**src/rtl/inst_encoder_pkg.sv**
```systemverilog
// Shared definitions for the instruction encoder: format codes, opcodes,
// immediate range limits and the field-packing helper.
package inst_encoder_pkg;

    typedef enum logic [2:0] {
        IMM_I  = 3'b000,
        IMM_S  = 3'b001,
        IMM_SB = 3'b010,
        IMM_U  = 3'b011,
        IMM_UJ = 3'b100
    } imm_type_e;

    localparam logic [6:0] OP_LOAD   = 7'b0000011;
    localparam logic [6:0] OP_IMM    = 7'b0010011;
    localparam logic [6:0] OP_STORE  = 7'b0100011;
    localparam logic [6:0] OP_BRANCH = 7'b1100011;
    localparam logic [6:0] OP_LUI    = 7'b0110111;
    localparam logic [6:0] OP_JAL    = 7'b1101111;

    localparam logic [31:0] NOP = 32'h0000_0013;

    localparam logic signed [63:0] I_MIN  = -64'sd2048;
    localparam logic signed [63:0] I_MAX  =  64'sd2047;
    localparam logic signed [63:0] SB_MIN = -64'sd4096;
    localparam logic signed [63:0] SB_MAX =  64'sd4094;
    localparam logic signed [63:0] U_MIN  = -64'sd2147483648;
    localparam logic signed [63:0] U_MAX  =  64'sd2147483647;
    localparam logic signed [63:0] UJ_MIN = -64'sd1048576;
    localparam logic signed [63:0] UJ_MAX =  64'sd1048574;

    typedef struct packed {
        logic [2:0]  itype;
        logic [6:0]  opcode;
        logic [4:0]  rd;
        logic [4:0]  rs1;
        logic [4:0]  rs2;
        logic [2:0]  funct3;
        logic [63:0] imm;
    } inst_req_t;

    // Scatters register fields and immediate bits into the 32-bit word.
    // Legality is judged elsewhere; a reserved format simply yields a NOP.
    function automatic logic [31:0] pack_inst(input inst_req_t r);
        logic [31:0] w;
        w       = '0;
        w[6:0]  = r.opcode;
        case (r.itype)
            IMM_I: begin
                w[11:7]  = r.rd;
                w[14:12] = r.funct3;
                w[19:15] = r.rs1;
                w[31:20] = r.imm[11:0];
            end
            IMM_S: begin
                w[11:7]  = r.imm[4:0];
                w[14:12] = r.funct3;
                w[19:15] = r.rs1;
                w[24:20] = r.rs2;
                w[31:25] = r.imm[11:5];
            end
            IMM_SB: begin
                w[7]     = r.imm[11];
                w[11:8]  = r.imm[4:1];
                w[14:12] = r.funct3;
                w[19:15] = r.rs1;
                w[24:20] = r.rs2;
                w[30:25] = r.imm[10:5];
                w[31]    = r.imm[12];
            end
            IMM_U: begin
                w[11:7]  = r.rd;
                w[31:12] = r.imm[31:12];
            end
            IMM_UJ: begin
                w[11:7]  = r.rd;
                w[19:12] = r.imm[19:12];
                w[20]    = r.imm[11];
                w[30:21] = r.imm[10:1];
                w[31]    = r.imm[20];
            end
            default: w = NOP;
        endcase
        return w;
    endfunction

endpackage

```
**src/rtl/imm_range_check.sv**
```systemverilog
// Combinational legality check: immediate range/alignment per format,
// the format's permitted opcode, and reserved format codes.
module imm_range_check
    import inst_encoder_pkg::*;
(
    input  logic [2:0]  itype,
    input  logic [6:0]  opcode,
    input  logic [63:0] imm,
    output logic        err
);

    logic signed [63:0] simm;
    logic               range_err;
    logic               op_err;

    assign simm = imm;

    // NOTE: every signal written here gets a default first so that no path
    // through the case leaves it unassigned, which would infer a latch.
    always_comb begin
        range_err = 1'b0;
        op_err    = 1'b0;
        case (itype)
            IMM_I: begin
                range_err = (simm < I_MIN) || (simm > I_MAX);
                op_err    = !((opcode == OP_LOAD) || (opcode == OP_IMM));
            end
            IMM_S: begin
                range_err = (simm < I_MIN) || (simm > I_MAX);
                op_err    = (opcode != OP_STORE);
            end
            IMM_SB: begin
                range_err = (simm < SB_MIN) || (simm > SB_MAX) || imm[0];
                op_err    = (opcode != OP_BRANCH);
            end
            IMM_U: begin
                range_err = (imm[11:0] != 12'd0) || (simm < U_MIN) || (simm > U_MAX);
                op_err    = (opcode != OP_LUI);
            end
            IMM_UJ: begin
                range_err = (simm < UJ_MIN) || (simm > UJ_MAX) || imm[0];
                op_err    = (opcode != OP_JAL);
            end
            default: op_err = 1'b1;
        endcase
    end

    assign err = range_err || op_err;

endmodule

```
**src/rtl/inst_encoder.sv**
```systemverilog
// Instruction encoder: one registered output stage with ready/valid
// handshaking, NOP substitution on illegal requests and an address counter.
module inst_encoder
    import inst_encoder_pkg::*;
(
    input  logic        clk,
    input  logic        rst,
    input  logic        in_valid,
    output logic        in_ready,
    input  logic [2:0]  in_type,
    input  logic [6:0]  in_opcode,
    input  logic [4:0]  in_rd,
    input  logic [4:0]  in_rs1,
    input  logic [4:0]  in_rs2,
    input  logic [2:0]  in_funct3,
    input  logic [6:0]  in_funct7,
    input  logic [63:0] in_imm,
    input  logic        base_load,
    input  logic [63:0] base_addr,
    output logic        out_valid,
    input  logic        out_ready,
    output logic [31:0] out_inst,
    output logic [63:0] out_addr,
    output logic        out_err,
    output logic [15:0] err_count
);

    inst_req_t   req;
    logic        accept;
    logic        req_err;
    logic [31:0] packed_inst;
    logic [63:0] addr_q;
    logic [63:0] addr_sel;
    logic        unused_funct7;

    // No supported format carries funct7; the field is accepted and ignored.
    assign unused_funct7 = ^in_funct7;

    assign req = '{itype:  in_type,
                   opcode: in_opcode,
                   rd:     in_rd,
                   rs1:    in_rs1,
                   rs2:    in_rs2,
                   funct3: in_funct3,
                   imm:    in_imm};

    // Nothing is accepted during reset so a request cannot race the clear.
    assign in_ready = !rst && (!out_valid || out_ready);
    assign accept   = in_valid && in_ready;

    // A simultaneous base load wins, and the accepted word takes the new base.
    assign addr_sel = base_load ? base_addr : addr_q;

    imm_range_check u_imm_range_check (
        .itype  (in_type),
        .opcode (in_opcode),
        .imm    (in_imm),
        .err    (req_err)
    );

    assign packed_inst = pack_inst(req);

    // NOTE: state is updated with non-blocking assignments so every register
    // samples pre-edge values regardless of statement order.
    always_ff @(posedge clk) begin
        if (rst) begin
            out_valid <= 1'b0;
            out_inst  <= '0;
            out_addr  <= '0;
            out_err   <= 1'b0;
            err_count <= '0;
            addr_q    <= '0;
        end else begin
            if (base_load || accept)
                addr_q <= addr_sel + (accept ? 64'd4 : 64'd0);

            if (accept) begin
                out_valid <= 1'b1;
                out_inst  <= req_err ? NOP : packed_inst;
                out_addr  <= addr_sel;
                out_err   <= req_err;
            end else if (out_ready) begin
                out_valid <= 1'b0;
            end

            // Errors are counted when the word leaves, not when it arrives.
            if (out_valid && out_ready && out_err && (err_count != 16'hFFFF))
                err_count <= err_count + 16'd1;
        end
    end

endmodule

```
**config.mk**
```make
export PLATFORM = sky130hd
export DESIGN_NAME = inst_encoder
export DESIGN_NICKNAME = d
export VERILOG_FILES = /design/src/rtl/inst_encoder_pkg.sv /design/src/rtl/imm_range_check.sv /design/src/rtl/inst_encoder.sv
export SDC_FILE = /design/constraint.sdc
export NUM_CORES = 1
export LEC_CHECK = 0
export BUFFER_PORTS_ARGS = -buffer_cell sky130_fd_sc_hd__clkbuf_2
export CORE_MARGIN = 2
export CORE_UTILIZATION = 53
export DETAILED_ROUTE_END_ITERATION = 7
export GPL_TIMING_DRIVEN = 0
export HOLD_SLACK_MARGIN = 0.1
export MAX_ROUTING_LAYER = met4
export PLACE_DENSITY = 0.9
export SYNTH_ARGS = -nofsm -noshare
export SYNTH_HDL_FRONTEND = slang
export SYNTH_SLANG_ARGS = --single-unit
```
**constraint.sdc**
```tcl
create_clock -name clk -period 4.5 [get_ports clk]
set_input_delay 0.45 -clock clk [delete_from_list [all_inputs] [get_ports clk]]
set_output_delay 0.45 -clock clk [all_outputs]
set_load 0.01 [all_outputs]
```
==> flow_metrics.py, run 1 <==
metrics = {
    "status": {
        "outcome": "finished clean",
    },
    "finish": {
        "fillers": 1677,
        "final_core_util_pct": 65.8,
        "final_cell_mix": "clkbuf_2 (273), dfxtp_1 (178), nor2_1 (135)",
        "fin_nets": 1731,
        "syn2layout_area_growth_pct": 22.9,
        "diodes": 0,
        "drive_gt1_share_pct": 23.1,
        "layout_commonest_cell": "clkbuf_2",
        "regArea_um2": 3560,
        "multi_input_area_um2": 6410,
    },
    "job": {
        "maxCapViolations": 0,
    },
    "timing": {
        "setup_slack_ns": 0.117,
        "tightestPinTransition_ns": 1.07,
        "drv_slew": 0,
        "final_hold_viol_count": 0,
        "finalSetupTns_ns": 0,
        "setup_viol": 0,
        "fin_crit_sh_pct": 97.4,
        "worst_hold_slack_ns": 0.249,
        "min_period_ns": 4.38,
        "fin_skew_ns": 0.0158,
        "fmax_mhz": 228,
        "grt_setup_unrepaired": "yes",
        "slew_headroom_pct": 28.1,
    },
    "setup_path": {
        "critical_path_class": "in2reg",
        "cp_max_fo": 10,
        "cp_cell_sequence": "clkbuf_2 > buf_6 > buf_4 > buf_4 > buf_2 > clkbuf_4 > buf_2 > mux2_2 > ha_1 > inv_1 > a221oi_4 > nand4_1 > nor4_2 > a2111oi_0 > a31oi_1 > o21ai_1",
        "cp-start-kind": "input pin",
        "r2r_end": "addr_q[55]",
        "reg2reg_from": "out_valid",
        "reg2regPathDepth": 12,
        "cp.buffers_inverters": 8,
        "cp.required_ns": 4.83,
        "critPathSlowestCell": "nor4_2",
        "path_delay_family": "buffers and inverters",
        "cp.arrival_ns": 4.71,
        "r2r_slack_ns": 0.39,
        "critPathMaxStageDelay_ns": 0.56,
        "critPathCaptureType": "register",
    },
    "floorplanning": {
        "start_util_pct": 53.5,
        "io_pins": 283,
        "coreArea_um2": 19300,
        "dieWidth_um": 144,
        "die-area_um2": 20700,
        "die_h_um": 144,
        "rows": 51,
    },
    "clocking": {
        "clockRootBuffer": "clkbuf_16",
        "clk_pin_slew_ns": 0.07,
        "clock_latency_ns": 0.45,
        "clock-sinks": 178,
        "cts-buffers-inserted": 17,
        "h-tree-depth": 4,
        "ctsHoldBuffers": 0,
        "cts_tree": "built",
        "clockBufferDepth": 2,
    },
    "place": {
        "place.gp.congestion": 1.02,
        "place_worst_setup_slack_ns": -0.544,
        "io_buffers": 273,
        "hpwl_um": 29800,
    },
    "pwr": {
        "leakage_uw": 0.00522,
        "pwr-share-clk_pct": 39.4,
        "switching_share_pct": 31.1,
        "peakVddDrop_uv": 279,
        "pwr_density_cell_nw_per_um2": 309,
        "internal_power_uw": 2710,
        "power_frac_comb_pct": 16.7,
        "switchingPower_uw": 1220,
        "seqPwrFrac_pct": 43.9,
    },
    "hold_path": {
        "holdPathStages": 3,
        "min_from": "in_valid",
        "min_to": "out_valid",
        "hp-class": "in2reg",
    },
    "detailed_routing": {
        "vias": 11389,
        "drc": 0,
        "vias_per_cell": 6.20,
        "first_pass_iters": 5,
        "post_drt_wl_per_cell_um": 21.0,
        "wl_um": 38600,
        "drt-initial-drc-count": 1013,
        "antenna_left": 0,
    },
    "grt": {
        "grt_pass1_vias": 10879,
        "grt_antenna_before_repair": 0,
        "grt_remaining_overflow": 0,
        "grt_max_degree": 20,
        "grt.total_usage_pct": 37.6,
        "grt_pass1_wl_um": 57700,
    },
    "logic_synthesis": {
        "postSynth.asyncResetShare_pct": 0,
        "synthFlopType": "dfxtp_1",
        "yosysTopAreaCell": "dfxtp_1",
        "avgSynthCellArea_um2": 8.19,
        "synth_fp_nets": 1435,
        "netlist_instances": 1264,
        "synth_top_area_share_pct": 34.4,
        "syn_area_um2": 10300,
        "synth_edf_count": 0,
        "ys_types": 73,
        "yosysWarnings": 0,
        "synthTopCellsByArea": "dfxtp_1 (34%), mux2i_1 (6.0%), xor2_1 (5.5%), a211oi_1 (5.1%), nor2_1 (4.9%)",
        "ys_seq_area_share_pct": 34.4,
        "synth-seq-cells": 178,
    },
}
## power groups by stage
stage	clock [µW]	sequential, µW	combinational (µW)
after CTS	1550	1720	643
after floorplan	0	1760	335
final	1550	1720	658
after global placement	0	1760	626
after detailed placement	0	1760	639
after global routing	1620	1730	705
## worst max-delay path by stage
stage / from / end / slack, ns / cells past startpoint
after detailed placement: base_load / addr_q[56] / -0.54 / 18
after floorplan: base_load / addr_q[32] / 0.87 / 17
after CTS: base_load / addr_q[41] / 0.02 / 15
after global placement: base_load / addr_q[56] / -0.55 / 18
final: base_load / addr_q[55] / 0.12 / 16
after global routing: base_load / addr_q[55] / -0.008 / 16
## per-layer routing
layer / wire length (µm) / vias to the layer above / track usage [%]
met5: 0 / - / -
met4: 2210 / 0 / 20.9
li1: - / 5218 / -
met3: 3800 / 169 / 7.93
met1: 14000 / 5281 / 41.9
met2: 18600 / 721 / 62.7
## cells by family (layout without fill, tap and decap cells)
family,after synthesis,in the layout,share of synthesized area [%]
and+or+nand+nor,524,524,26.5
AOI/OAI and AO/OA,272,272,17.6
DFF,178,178,34.4
xor gates and xnor gates,117,117,9.90
buffers and inverters,96,405,3.97
muxes,72,72,7.08
adders and majority gates,5,5,0.556
## through the flow
step	cells	total power, µW	cell area [µm²]
3_3_place_gp	1802	2380	12000
6_report	1838	3930	12700
3_5_place_dp	1802	2400	12000
2_1_floorplan	1264	2100	10300
4_1_cts	1835	3910	12700
5_1_grt	1838	4060	12700
## layout make-up
| cell class | instances | share of cell area [%] |
|---|---|---|
| Buffer | 74 | 2.60 |
| Tap cell | 265 | 2.61 |
| Clock inverter | 15 | 1.42 |
| Sequential cell | 178 | 28.0 |
| Multi-Input combinational cell | 990 | 50.4 |
| Clock buffer | 17 | 3.34 |
| Inverter | 21 | 0.620 |
| Timing Repair Buffer | 278 | 11.0 |
## state kept, by name, indices dropped and copies added, names as in the netlist
| register | flops |
|---|---|
| out_inst | 32 |
| out_valid | 1 |
| out_addr | 64 |
| err_count | 16 |
| addr_q | 64 |
| out_err | 1 |
## Yosys cell counts, types with 39 or more instances
cell type / instances
nand4_1: 39
nand3_1: 71
o21ai_0: 69
mux2i_1: 62
clkbuf_1: 48
a211oi_1: 71
xnor2_1: 52
xor2_1: 65
a21oi_1: 42
nand2_1: 115
dfxtp_1: 178
nor2_1: 135
## what timing repair did
action,4_1_cts,5_1_grt
endpoints found under the setup margin,6,15
buffers inserted,2,3
pin swaps,1,2
resized for setup,0,7
## worst min-delay path, stage by stage
cell and delay (ns):
clkbuf_2 0.09, nor2_1 0.04, nor2_1 0.07
(Power assumes the default switching activity.)
==> run 2, diff against run 1 <==
--- a/config.mk
+++ b/config.mk
@@ -6,13 +6,16 @@
 export NUM_CORES = 1
 export LEC_CHECK = 0
 export BUFFER_PORTS_ARGS = -buffer_cell sky130_fd_sc_hd__clkbuf_2
+export CORE_ASPECT_RATIO = 0.7
 export CORE_MARGIN = 2
-export CORE_UTILIZATION = 53
+export CORE_UTILIZATION = 54
 export DETAILED_ROUTE_END_ITERATION = 7
 export GPL_TIMING_DRIVEN = 0
 export HOLD_SLACK_MARGIN = 0.1
 export MAX_ROUTING_LAYER = met4
 export PLACE_DENSITY = 0.9
+export REMOVE_ABC_BUFFERS = 1
 export SYNTH_ARGS = -nofsm -noshare
 export SYNTH_HDL_FRONTEND = slang
+export SYNTH_HIERARCHICAL = 1
 export SYNTH_SLANG_ARGS = --single-unit
==> flow_metrics.py, run 2 <==
metrics = {
    "clocking": {
        "cts-buffers-inserted": 17,
        "clockRootBuffer": "clkbuf_16",
        "clockBufferDepth": 2,
        "clock-sinks": 178,
        "clk_pin_slew_ns": 0.08,
        "h-tree-depth": 4,
        "cts_tree": "built",
        "clock_latency_ns": 0.44,
        "ctsHoldBuffers": 0,
        "post_cts_resized": 0,
        "cts_setup_buffers": 0,
    },
    "detailed_routing": {
        "wl_um": 33800,
        "antenna_left": 0,
        "vias_per_cell": 6.30,
        "drt-initial-drc-count": 1371,
        "first_pass_iters": 7,
        "post_drt_wl_per_cell_um": 18.3,
        "vias": 11633,
        "drc": 0,
    },
    "setup_path": {
        "cp-start-kind": "register",
        "cp.required_ns": 4.84,
        "cp.arrival_ns": 4.60,
        "cp_max_fo": 77,
        "critPathCaptureType": "register",
        "reg2regPathDepth": 12,
        "critical_path_class": "reg2reg",
    },
    "floorplanning": {
        "dieWidth_um": 175,
        "coreArea_um2": 19900,
        "rows": 43,
        "io_pins": 283,
        "start_util_pct": 55.4,
        "die_h_um": 124,
        "die-area_um2": 21600,
    },
    "grt": {
        "grt_max_degree": 129,
        "grt_pass1_vias": 10817,
        "grt_antenna_before_repair": 1,
        "grt_remaining_overflow": 0,
        "grt_pass1_wl_um": 53800,
        "grt.total_usage_pct": 31.7,
    },
    "finish": {
        "layout_commonest_cell": "clkbuf_2",
        "drive_gt1_share_pct": 23.4,
        "final_cell_mix": "clkbuf_2 (273), nor2_1 (183), dfxtp_1 (178)",
        "final_core_util_pct": 66.0,
        "top_regs": "addr_q (64), out_addr (64), out_inst (32)",
        "syn2layout_area_growth_pct": 19.1,
        "finalNonFillerCells": 1846,
        "fin_nets": 1733,
    },
    "timing": {
        "finalSetupTns_ns": 0,
        "min_period_ns": 4.26,
        "fmax_mhz": 235,
        "final_hold_viol_count": 0,
        "worst_hold_slack_ns": 0.286,
        "slew_headroom_pct": 26.9,
        "grt_setup_unrepaired": "no",
        "fin_skew_ns": 0.0207,
        "setup_viol": 0,
        "fin_crit_sh_pct": 94.6,
        "tightestPinTransition_ns": 1.09,
        "drv_slew": 0,
    },
    "logic_synthesis": {
        "yosysMostFrequentCell": "nor2_1",
        "yosysWarnings": 6,
        "netlist_instances": 1351,
        "synthTopCellsByArea": "dfxtp_1 (32%), a211oi_1 (6.5%), nor2_1 (6.2%), mux2i_1 (5.7%), xor2_1 (5.2%)",
        "avgSynthCellArea_um2": 8.16,
        "ys_types": 77,
        "ys_top_cells_by_count": "nor2_1 (183), dfxtp_1 (178), a211oi_1 (96), nand2_1 (96), xor2_1 (65)",
        "synthFlopType": "dfxtp_1",
        "synth-seq-cells": 178,
        "syn_area_um2": 11000,
        "ys_seq_area_share_pct": 32.3,
        "synth_edf_count": 0,
        "synth_top_area_share_pct": 32.3,
        "postSynth.asyncResetShare_pct": 0,
        "yosysTopAreaCell": "dfxtp_1",
    },
    "pwr": {
        "p_total_uw": 4030,
        "peakVddDrop_uv": 236,
        "leakage_uw": 0.00523,
        "pwr_density_cell_nw_per_um2": 307,
    },
    "place": {
        "place.gp.congestion": 0.955,
        "dp.cells": 1812,
        "hpwl_um": 24200,
        "io_buffers": 275,
    },
    "job": {
        "maxCapViolations": 0,
    },
    "status": {
        "outcome": "finished clean",
    },
    "hold_path": {
        "hp-class": "in2reg",
        "holdPathStages": 3,
    },
}
## run 2: changes by cell type after synthesis, sizes merged, moves of 19 or more
cell,change
a211oi,+25
a22oi,+30
nand2,-19
nand3,-19
nand4,+23
nor2,+49
o21ai,-42
## run 2: final timing paths
check / from / to / slack [ns]
setup / recovery: out_valid / addr_q[58] / 0.24
hold / removal: base_addr[1] / addr_q[1] / 0.29
setup reg to reg: out_valid / addr_q[58] / 0.24
hold reg to reg: addr_q[55] / addr_q[55] / 0.46
## run 2: layout make-up
cell class | instances | area (µm²)
Antenna cell | 2 | 5.00
Clock buffer | 17 | 425
Clock inverter | 15 | 214
Fill cell | 1652 | 6780
Inverter | 11 | 41.3
Multi-Input combinational cell | 1072 | 7050
Sequential cell | 178 | 3560
Tap cell | 270 | 338
Timing Repair Buffer | 281 | 1500
## run 2: power breakdown
group          internal (µW)  switching [µW]
combinational            263             398
clock                    905             731
sequential              1660            72.0
## run 2: worst max-delay path, cell delays in order (launching register included)
cell      delay (ns)
dfxtp_1         0.34
nand2b_1        0.15
nand2_4         0.52
nor2_1          0.45
ha_1            0.29
ha_1            0.20
nand4_1         0.09
nand2_1         0.33
nand4_1         0.42
or3_1           0.53
nor3_1          0.22
mux2_1          0.36
a31o_2          0.21
## run 2: logic make-up after synthesis
group | count (synthesis) | synth area share, %
buf+inv | 101 | 3.94
xor+xnor | 114 | 9.05
compound gates | 280 | 18.2
fa+ha+maj | 4 | 0.454
flops | 178 | 32.3
simple gates | 593 | 28.5
mux | 81 | 7.56
## run 2: metrics by stage
step,setup slack [ns],area [µm²]
after detailed placement,0.169,12500
after CTS,0.376,13100
after global placement,-5.40,12300
after global routing,0.0382,13100
after floorplan,-1.81,10600
final,0.245,13100
## run 2: metal layers
metal / up-vias / wire, µm / global-route usage [%]
li1: 5445 / - / -
met1: 5496 / 14500 / 41.1
met2: 618 / 15200 / 48.4
met3: 74 / 3200 / 6.89
met4: 0 / 911 / 12.7
met5: - / 0 / -
==> run 3, diff against run 2 <==
--- a/config.mk
+++ b/config.mk
@@ -6,14 +6,15 @@
 export NUM_CORES = 1
 export LEC_CHECK = 0
 export BUFFER_PORTS_ARGS = -buffer_cell sky130_fd_sc_hd__clkbuf_2
+export CAP_MARGIN = 5
 export CORE_ASPECT_RATIO = 0.7
 export CORE_MARGIN = 2
-export CORE_UTILIZATION = 54
+export CORE_UTILIZATION = 47
 export DETAILED_ROUTE_END_ITERATION = 7
 export GPL_TIMING_DRIVEN = 0
 export HOLD_SLACK_MARGIN = 0.1
 export MAX_ROUTING_LAYER = met4
-export PLACE_DENSITY = 0.9
+export PLACE_DENSITY = 0.81
 export REMOVE_ABC_BUFFERS = 1
 export SYNTH_ARGS = -nofsm -noshare
 export SYNTH_HDL_FRONTEND = slang
==> flow_metrics.py, run 3 (synthesis results as in run 2) <==
metrics = {
    "status": {
        "outcome": "finished clean",
    },
    "detailed_routing": {
        "antenna_left": 0,
        "drc": 0,
        "wl_um": 33600,
        "drt-initial-drc-count": 1072,
        "post_drt_wl_per_cell_um": 17.8,
        "vias": 11353,
        "first_pass_iters": 5,
        "vias_per_cell": 6.02,
    },
    "finish": {
        "diodes": 0,
        "fillers": 2099,
        "final_core_util_pct": 57.5,
        "layout_commonest_cell": "clkbuf_2",
        "final_cell_mix": "clkbuf_2 (273), nor2_1 (183), dfxtp_1 (178)",
        "fin_nets": 1734,
        "regArea_um2": 3560,
        "finalNonFillerCells": 1887,
        "drive_gt1_share_pct": 23.5,
        "syn2layout_area_growth_pct": 19.2,
        "top_regs": "addr_q (64), out_addr (64), out_inst (32)",
        "multi_input_area_um2": 7050,
    },
    "floorplanning": {
        "rows": 46,
        "io_pins": 283,
        "die-area_um2": 24700,
        "die_h_um": 132,
        "coreArea_um2": 22800,
        "dieWidth_um": 187,
        "start_util_pct": 48.3,
    },
    "clocking": {
        "ctsHoldBuffers": 0,
        "clock_latency_ns": 0.44,
        "clk_pin_slew_ns": 0.07,
        "post_cts_resized": 0,
        "h-tree-depth": 4,
        "cts_setup_buffers": 0,
        "cts-buffers-inserted": 17,
        "clock-sinks": 178,
        "clockBufferDepth": 2,
        "cts_tree": "built",
        "clockRootBuffer": "clkbuf_16",
    },
    "setup_path": {
        "cp-start-kind": "register",
        "r2r_end": "addr_q[58]",
        "cp.buffers_inverters": 1,
        "path_delay_family": "simple AND/OR/NAND/NOR gates",
        "critPathSlowestCell": "or3_1",
        "critical_path_class": "reg2reg",
        "cp_max_fo": 40,
        "critPathCaptureType": "register",
        "cp.arrival_ns": 4.46,
        "critPathMaxStageDelay_ns": 0.55,
        "reg2reg_from": "out_valid",
        "cp_cell_sequence": "nand2b_1 > nand2_4 > buf_12 > nor2_1 > ha_1 > ha_1 > nand4_1 > nand2_1 > nand4_1 > or3_1 > nor3_1 > mux2_1 > a31o_2",
        "r2r_slack_ns": 0.37,
        "cp.required_ns": 4.84,
        "reg2regPathDepth": 13,
    },
    "place": {
        "place.gp.congestion": 0.914,
        "hpwl_um": 24300,
        "dp.cells": 1855,
        "place_worst_setup_slack_ns": 0.115,
        "io_buffers": 275,
    },
    "pwr": {
        "pwr_density_cell_nw_per_um2": 297,
        "leakage_uw": 0.00521,
        "peakVddDrop_uv": 226,
        "p_total_uw": 3910,
    },
    "timing": {
        "setup_viol": 0,
        "fmax_mhz": 242,
        "fin_skew_ns": 0.0132,
        "fin_crit_sh_pct": 91.7,
        "worst_hold_slack_ns": 0.279,
        "tightestPinTransition_ns": 1.19,
        "setup_slack_ns": 0.373,
        "grt_setup_unrepaired": "no",
        "drv_slew": 0,
        "min_period_ns": 4.13,
        "final_hold_viol_count": 0,
        "slew_headroom_pct": 20.6,
    },
    "hold_path": {
        "min_from": "in_opcode[1]",
        "hp-class": "in2reg",
        "holdPathStages": 3,
        "min_to": "out_inst[1]",
    },
    "grt": {
        "grt_max_degree": 117,
        "grt_pass1_vias": 10553,
        "grt.total_usage_pct": 27.4,
        "grt_pass1_wl_um": 54100,
        "met2_usage_pct": 40.3,
        "busiest_layer": "met2",
        "grt_antenna_before_repair": 0,
        "use_met3_pct": 5.88,
        "grt_remaining_overflow": 0,
        "use_met1_pct": 37.7,
    },
    "job": {
        "maxCapViolations": 0,
    },
}
run 3: cell count changes in the layout (fill, tap and decap cells not counted), sizes merged:
cell / before / now
clkbuf: 292 / 293
buf: 6 / 7
clkinv: 5 / 6
inv: 17 / 16
clkinvlp: 1 / 2
diode: 2 / 0
bufinv: 3 / 1
run 3: layout make-up:
class	instances	share of cell area [%]
clock inverters	14	1.12
flip-flops and latches	178	27.1
clock buffers	18	3.34
inverters	11	0.314
well taps	312	2.97
repair buffers	282	11.6
multi-input cells	1072	53.6
run 3: through the flow:
stage / instance area [µm²] / setup TNS, ns
2_1_floorplan: 10600 / -50.31
3_3_place_gp: 12400 / -320.15
3_5_place_dp: 12600 / 0
4_1_cts: 13100 / 0
5_1_grt: 13100 / 0
6_report: 13100 / 0
run 3: routing by layer:
| layer | vias to the layer above | part of all wire [%] |
|---|---|---|
| li1 | 5446 | - |
| met1 | 5309 | 45 |
| met2 | 549 | 44 |
| met3 | 49 | 9.1 |
| met4 | 0 | 1.9 |
| met5 | - | 0 |
run 3: worst reg2reg max path, cell delays in order, from the launching register on:
cell,delay (ns)
dfxtp_1,0.34
nand2b_1,0.14
nand2_4,0.30
buf_12,0.31
nor2_1,0.27
ha_1,0.27
ha_1,0.21
nand4_1,0.10
nand2_1,0.33
nand4_1,0.41
or3_1,0.55
nor3_1,0.25
mux2_1,0.35
a31o_2,0.21
run 3: how the worst max path moves through the flow:
stage / from / cells after the start / slack (ns) / to
after floorplan: out_ready / 5 / -1.81 / out_inst[31]
after global placement: out_ready / 6 / -5.64 / out_inst[31]
after detailed placement: base_load / 12 / 0.11 / addr_q[58]
after CTS: out_valid / 13 / 0.49 / addr_q[58]
after global routing: out_valid / 13 / 0.14 / addr_q[58]
final: out_valid / 13 / 0.37 / addr_q[58]
run 3: where the power goes:
part           switching [µW]  internal, µW
clock network             717           797
logic                     395           264
registers                70.4          1660
total                    1180          2720
